===== src/rtl/vga_scan_controller.sv =====
// vga_scan_controller: VGA timing sequencer with pixel-tick divider and scaled frame-memory coordinates.
// Ports: clk, reset (sync, active-high) in; pix_tick, hsync/vsync (active-low),
//        display_en, hpixel/vpixel (memory column/row), frame_start out.
module vga_scan_controller #(
  parameter int CLK_DIV = 4,
  parameter int H_PULSE = 96,
  parameter int H_BP    = 48,
  parameter int H_DISP  = 640,
  parameter int H_FP    = 16,
  parameter int V_PULSE = 2,
  parameter int V_BP    = 33,
  parameter int V_DISP  = 480,
  parameter int V_FP    = 10,
  parameter int SCALE_H = 5,
  parameter int SCALE_V = 5
) (
  input  logic       clk,
  input  logic       reset,
  output logic       pix_tick,
  output logic       hsync,
  output logic       vsync,
  output logic       display_en,
  output logic [6:0] hpixel,
  output logic [6:0] vpixel,
  output logic       frame_start
);
  typedef enum logic [1:0] {SEG_PULSE, SEG_BP, SEG_DISP, SEG_FP} seg_t;
  localparam logic [15:0] DIV_MAX = 16'(CLK_DIV - 1);
  localparam logic [7:0] SH_MAX = 8'(SCALE_H - 1);
  localparam logic [7:0] SV_MAX = 8'(SCALE_V - 1);
  localparam logic [6:0] HPIX_MAX = 7'(H_DISP / SCALE_H - 1);
  localparam logic [6:0] VPIX_MAX = 7'(V_DISP / SCALE_V - 1);
  function automatic logic [15:0] hlen(seg_t s);
    return s == SEG_PULSE ? 16'(H_PULSE) : s == SEG_BP ? 16'(H_BP) : s == SEG_DISP ? 16'(H_DISP) : 16'(H_FP);
  endfunction
  function automatic logic [15:0] vlen(seg_t s);
    return s == SEG_PULSE ? 16'(V_PULSE) : s == SEG_BP ? 16'(V_BP) : s == SEG_DISP ? 16'(V_DISP) : 16'(V_FP);
  endfunction
  seg_t h_q, h_d, v_q, v_d;
  logic [15:0] div_q, div_d, hcnt_q, hcnt_d, vcnt_q, vcnt_d;
  logic [7:0] hsub_q, hsub_d, vsub_q, vsub_d;
  logic [6:0] hpix_q, hpix_d, vpix_q, vpix_d;
  logic tick, h_end, v_end, eol;
  assign tick = div_q == DIV_MAX;
  assign h_end = hcnt_q == hlen(h_q) - 16'd1;
  assign v_end = vcnt_q == vlen(v_q) - 16'd1;
  assign eol = tick && h_q == SEG_FP && h_end;
  always_comb begin
    div_d = tick ? 16'd0 : div_q + 16'd1;
    h_d = h_q;
    hcnt_d = hcnt_q;
    v_d = v_q;
    vcnt_d = vcnt_q;
    hsub_d = hsub_q;
    hpix_d = hpix_q;
    vsub_d = vsub_q;
    vpix_d = vpix_q;
    if (tick) begin
      h_d = h_end ? seg_t'(h_q + 2'd1) : h_q;
      hcnt_d = h_end ? 16'd0 : hcnt_q + 16'd1;
    end
    if (eol) begin
      v_d = v_end ? seg_t'(v_q + 2'd1) : v_q;
      vcnt_d = v_end ? 16'd0 : vcnt_q + 16'd1;
    end
    // Clearing on the leaving tick keeps hpixel at 0 for the whole blanking interval.
    if (tick) begin
      if (h_q != SEG_DISP || h_d != SEG_DISP) begin
        hsub_d = 8'd0;
        hpix_d = 7'd0;
      end else begin
        hsub_d = hsub_q == SH_MAX ? 8'd0 : hsub_q + 8'd1;
        hpix_d = (hsub_q == SH_MAX && hpix_q != HPIX_MAX) ? hpix_q + 7'd1 : hpix_q;
      end
    end
    if (eol) begin
      if (v_q != SEG_DISP || v_d != SEG_DISP) begin
        vsub_d = 8'd0;
        vpix_d = 7'd0;
      end else begin
        vsub_d = vsub_q == SV_MAX ? 8'd0 : vsub_q + 8'd1;
        vpix_d = (vsub_q == SV_MAX && vpix_q != VPIX_MAX) ? vpix_q + 7'd1 : vpix_q;
      end
    end
  end
  always_ff @(posedge clk) begin
    if (reset) begin
      div_q <= '0;
      h_q <= SEG_PULSE;
      v_q <= SEG_PULSE;
      hcnt_q <= '0;
      vcnt_q <= '0;
      hsub_q <= '0;
      vsub_q <= '0;
      hpix_q <= '0;
      vpix_q <= '0;
    end else begin
      div_q <= div_d;
      h_q <= h_d;
      v_q <= v_d;
      hcnt_q <= hcnt_d;
      vcnt_q <= vcnt_d;
      hsub_q <= hsub_d;
      vsub_q <= vsub_d;
      hpix_q <= hpix_d;
      vpix_q <= vpix_d;
    end
  end
  assign pix_tick = tick;
  assign hsync = h_q != SEG_PULSE;
  assign vsync = v_q != SEG_PULSE;
  assign display_en = h_q == SEG_DISP && v_q == SEG_DISP;
  assign hpixel = hpix_q;
  assign vpixel = vpix_q;
  // First clock of the first display tick of the first display line.
  assign frame_start = h_q == SEG_DISP && hcnt_q == 16'd0 && div_q == 16'd0 &&
                       v_q == SEG_DISP && vcnt_q == 16'd0 && vsub_q == 8'd0;
endmodule


===== config.mk =====
export PLATFORM = sky130hd
export DESIGN_NAME = vga_scan_controller
export DESIGN_NICKNAME = d
export VERILOG_FILES = /design/src/rtl/vga_scan_controller.sv
export SDC_FILE = /design/constraint.sdc
export NUM_CORES = 1
export LEC_CHECK = 0
export ABC_CLOCK_PERIOD_IN_PS = 6100
export BUFFER_PORTS_ARGS = -buffer_cell sky130_fd_sc_hd__buf_2
export CORE_MARGIN = 3
export CORE_UTILIZATION = 55
export DETAILED_ROUTE_END_ITERATION = 10
export MAX_ROUTING_LAYER = met4
export PLACE_DENSITY_LB_ADDON = 0.08
export SLEW_MARGIN = 40
export SYNTH_ARGS = -nofsm -noshare
export SYNTH_HDL_FRONTEND = slang
export SYNTH_SLANG_ARGS = --single-unit

===== constraint.sdc =====
create_clock -name clk -period 6.1 [get_ports clk]
set_input_delay 1.22 -clock clk [delete_from_list [all_inputs] [get_ports clk]]
set_output_delay 1.22 -clock clk [all_outputs]
set_load 0.05 [all_outputs]

==> results.cfg <==
[sta]
hold_violations = 0
rsz0062_at_grt = no
timing.setup.tns_ps = 0
fin_crit_ps = 3920
tightest_slew_ps = 896
finalSetupViolCount = 0
fin_ws_ps = 2180
finalCritPeriodShare_pct = 64.3
slew_headroom_pct = 39.5
fin_skew_ps = 13.6
slew_violations = 0
max_freq_ghz = 0.255

[setup_path]
r2r_start = div_q[13]
timing.rr.end = hcnt_q[9]
rr_worst_depth = 6
cp-end-kind = primary output
critical_path.max_fanout = 9
arrival_ps = 2700
crit_path_top_delay_cell = or4_2
cp_top_family = simple AND/OR/NAND/NOR gates
crit_chain = inv_1 > ha_1 > and2_1 > nand2_1 > or4_2 > nor4_1 > buf_2
path_class = flip-flop to primary output
max_stage_delay_ps = 640
crit_buf_inv = 2
start_kind = flip-flop
startpoint = h_q[0]
rrSetupSlack_ps = 3030
required_ps = 4880

[drt]
wl_per_cell_um = 14.1
drt-initial-drc-count = 114
drc = 0
dr.pass1.iters = 4
routed_wl_mm = 9.56
drtAntennaViolNets = 0
via_per_inst = 5.71
vias = 3880

[cells_and_area]
layout_commonest_cell = dfxtp_1
final_cells = 679
multi_input_area_mm2 = 0.00275
seq_area_mm2 = 0.00164
area.growth.synth_to_final_pct = 8.03
num-fill-cells = 698
layout_common_cells = 82 x dfxtp_1, 66 x nor2_1, 44 x nand2_1
postLayoutCoreUtil_pct = 62.8
layout-drive-gt1-share_pct = 8.67
antenna_cells = 0
layout.nets = 596

[placement]
place_ws_ps = 2520
hpwl_mm = 6.92
placed_cells = 663
numPortBuffers = 20
globalplace.congestion = 0.845

[grt]
grt_max_degree = 24
antenna_found_initial = 0
grt_pass1_wl_mm = 16.8
grt_use_total_pct = 21.5
grt_pass1_vias = 3638
grt.overflow.total = 0

[logic_synthesis]
yosysWarnings = 0
syn_area_per_cell_um2 = 8.20
synthFlopType = dfxtp_1
synth-seq-cells = 82
synthCells = 559
async_flop_share_pct = 0
syn_area_mm2 = 0.00458
synth_edf_count = 0
mappedNetlistNets = 583
yosysSeqAreaShare_pct = 35.8
synth.distinct_cells = 57

[clocking]
cts_resized = 0
cts.path.max_buffers = 2
numCtsBuffers = 9
h-tree-depth = 3
ctsHoldBuffers = 0
clock_latency_ps = 360
cts_sinks = 82
clkSlewWorstSetupHoldPaths_ps = 80
cts_root_buf = clkbuf_8
cts_setup_buffers = 0
tritoncts = built

[power_and_ir_drop]
cellPowerDensity_mw_per_mm2 = 204
peakVddDrop_v = 0.000126
power.total_uw = 1010
p_leak_uw = 0.00183

[floorplan]
core-area_mm2 = 0.00789
die_area_mm2 = 0.00946
die_x_um = 97.3
die_y_um = 97.3
io_pins = 21
start_util_pct = 58.1
row_count = 32

[run_status]
outcome = finished, final reports clean

[min_path]
holdCritStartpoint = hpixel[6]
hp-class = flip-flop to flip-flop
min_path_cells = 2
hold_path_end = hpixel[6]

[flow_run]
drv_cap = 0
## flip-flops by register name (all words and copies together) (netlist names)
register  flops
h_q           2
v_q           2
vsub_q        8
div_q        16
hcnt_q       16
hpixel        7
vpixel        7
vcnt_q       16
hsub_q        8
## final cells by class
type / instances / area share (%)
multi-input cells: 427 / 55.4
flip-flops and latches: 82 / 33.2
clock buffers: 14 / 3.08
well taps: 102 / 2.58
inverters: 31 / 2.35
repair buffers: 21 / 2.17
clock inverters: 2 / 1.21
## logic make-up (layout without fill, tap and decap cells)
logic type               after synthesis  count (layout)  share of synthesized area, %
multiplexers                           6               6                          1.34
AO/OA/AOI/OAI                         78              78                          10.6
AND/OR/NAND/NOR                      269             269                          31.8
adder cells (fa/ha/maj)               22              22                          6.01
XOR/XNOR                              52              52                          9.94
buffers and inverters                 50              68                          4.53
flip-flops                            82              82                          35.8
## where the power goes
group / internal [µW] / switching, µW / leakage [µW]
Combinational: 10.8 / 28.4 / 0.00106
Sequential: 538 / 4.15 / 0.000661
Clock: 243 / 188 / 0.000105
Total: 792 / 220 / 0.00183
## cells in the mapped netlist (16+ instances only)
library cell  number  area, µm²
a21oi_1           25        125
and3_1            19        119
dfxtp_1           82       1640
ha_1              22        275
inv_1             31        116
nand2_1           44        165
nand3_1           32        160
nand4_1           16        100
nor2_1            66        248
nor3_1            17       85.1
o21ai_0           18       90.1
xnor2_1           32        280
xor2_1            20        175
## stage by stage
stage	instance area, µm²	hold WS (ps)
2_1_floorplan	4580	438
3_3_place_gp	4730	458
3_5_place_dp	4730	462
4_1_cts	4940	473
5_1_grt	4950	525
6_report	4950	477
## routing by layer
metal	wire length [µm]	up-vias	GRT usage, %
met5	0	-	-
met4	222	0	8.73
met3	298	21	3.16
met2	4230	53	32.6
met1	4810	1811	28.9
li1	-	1995	-
## worst reg2reg max path: cells and delay by family (launching register included)
kind          cells  cell delay (ps)
flops             1              350
simple gates      6             2590
## worst max-delay path by stage
stage | endpoint | slack, ps | cells after the start
after floorplan | frame_start | 1400 | 7
after global placement | frame_start | 2580 | 7
after detailed placement | frame_start | 2520 | 7
after CTS | frame_start | 2140 | 7
after global routing | frame_start | 1970 | 7
final | frame_start | 2180 | 7
Note: power is estimated with default switching activity, not from simulation.
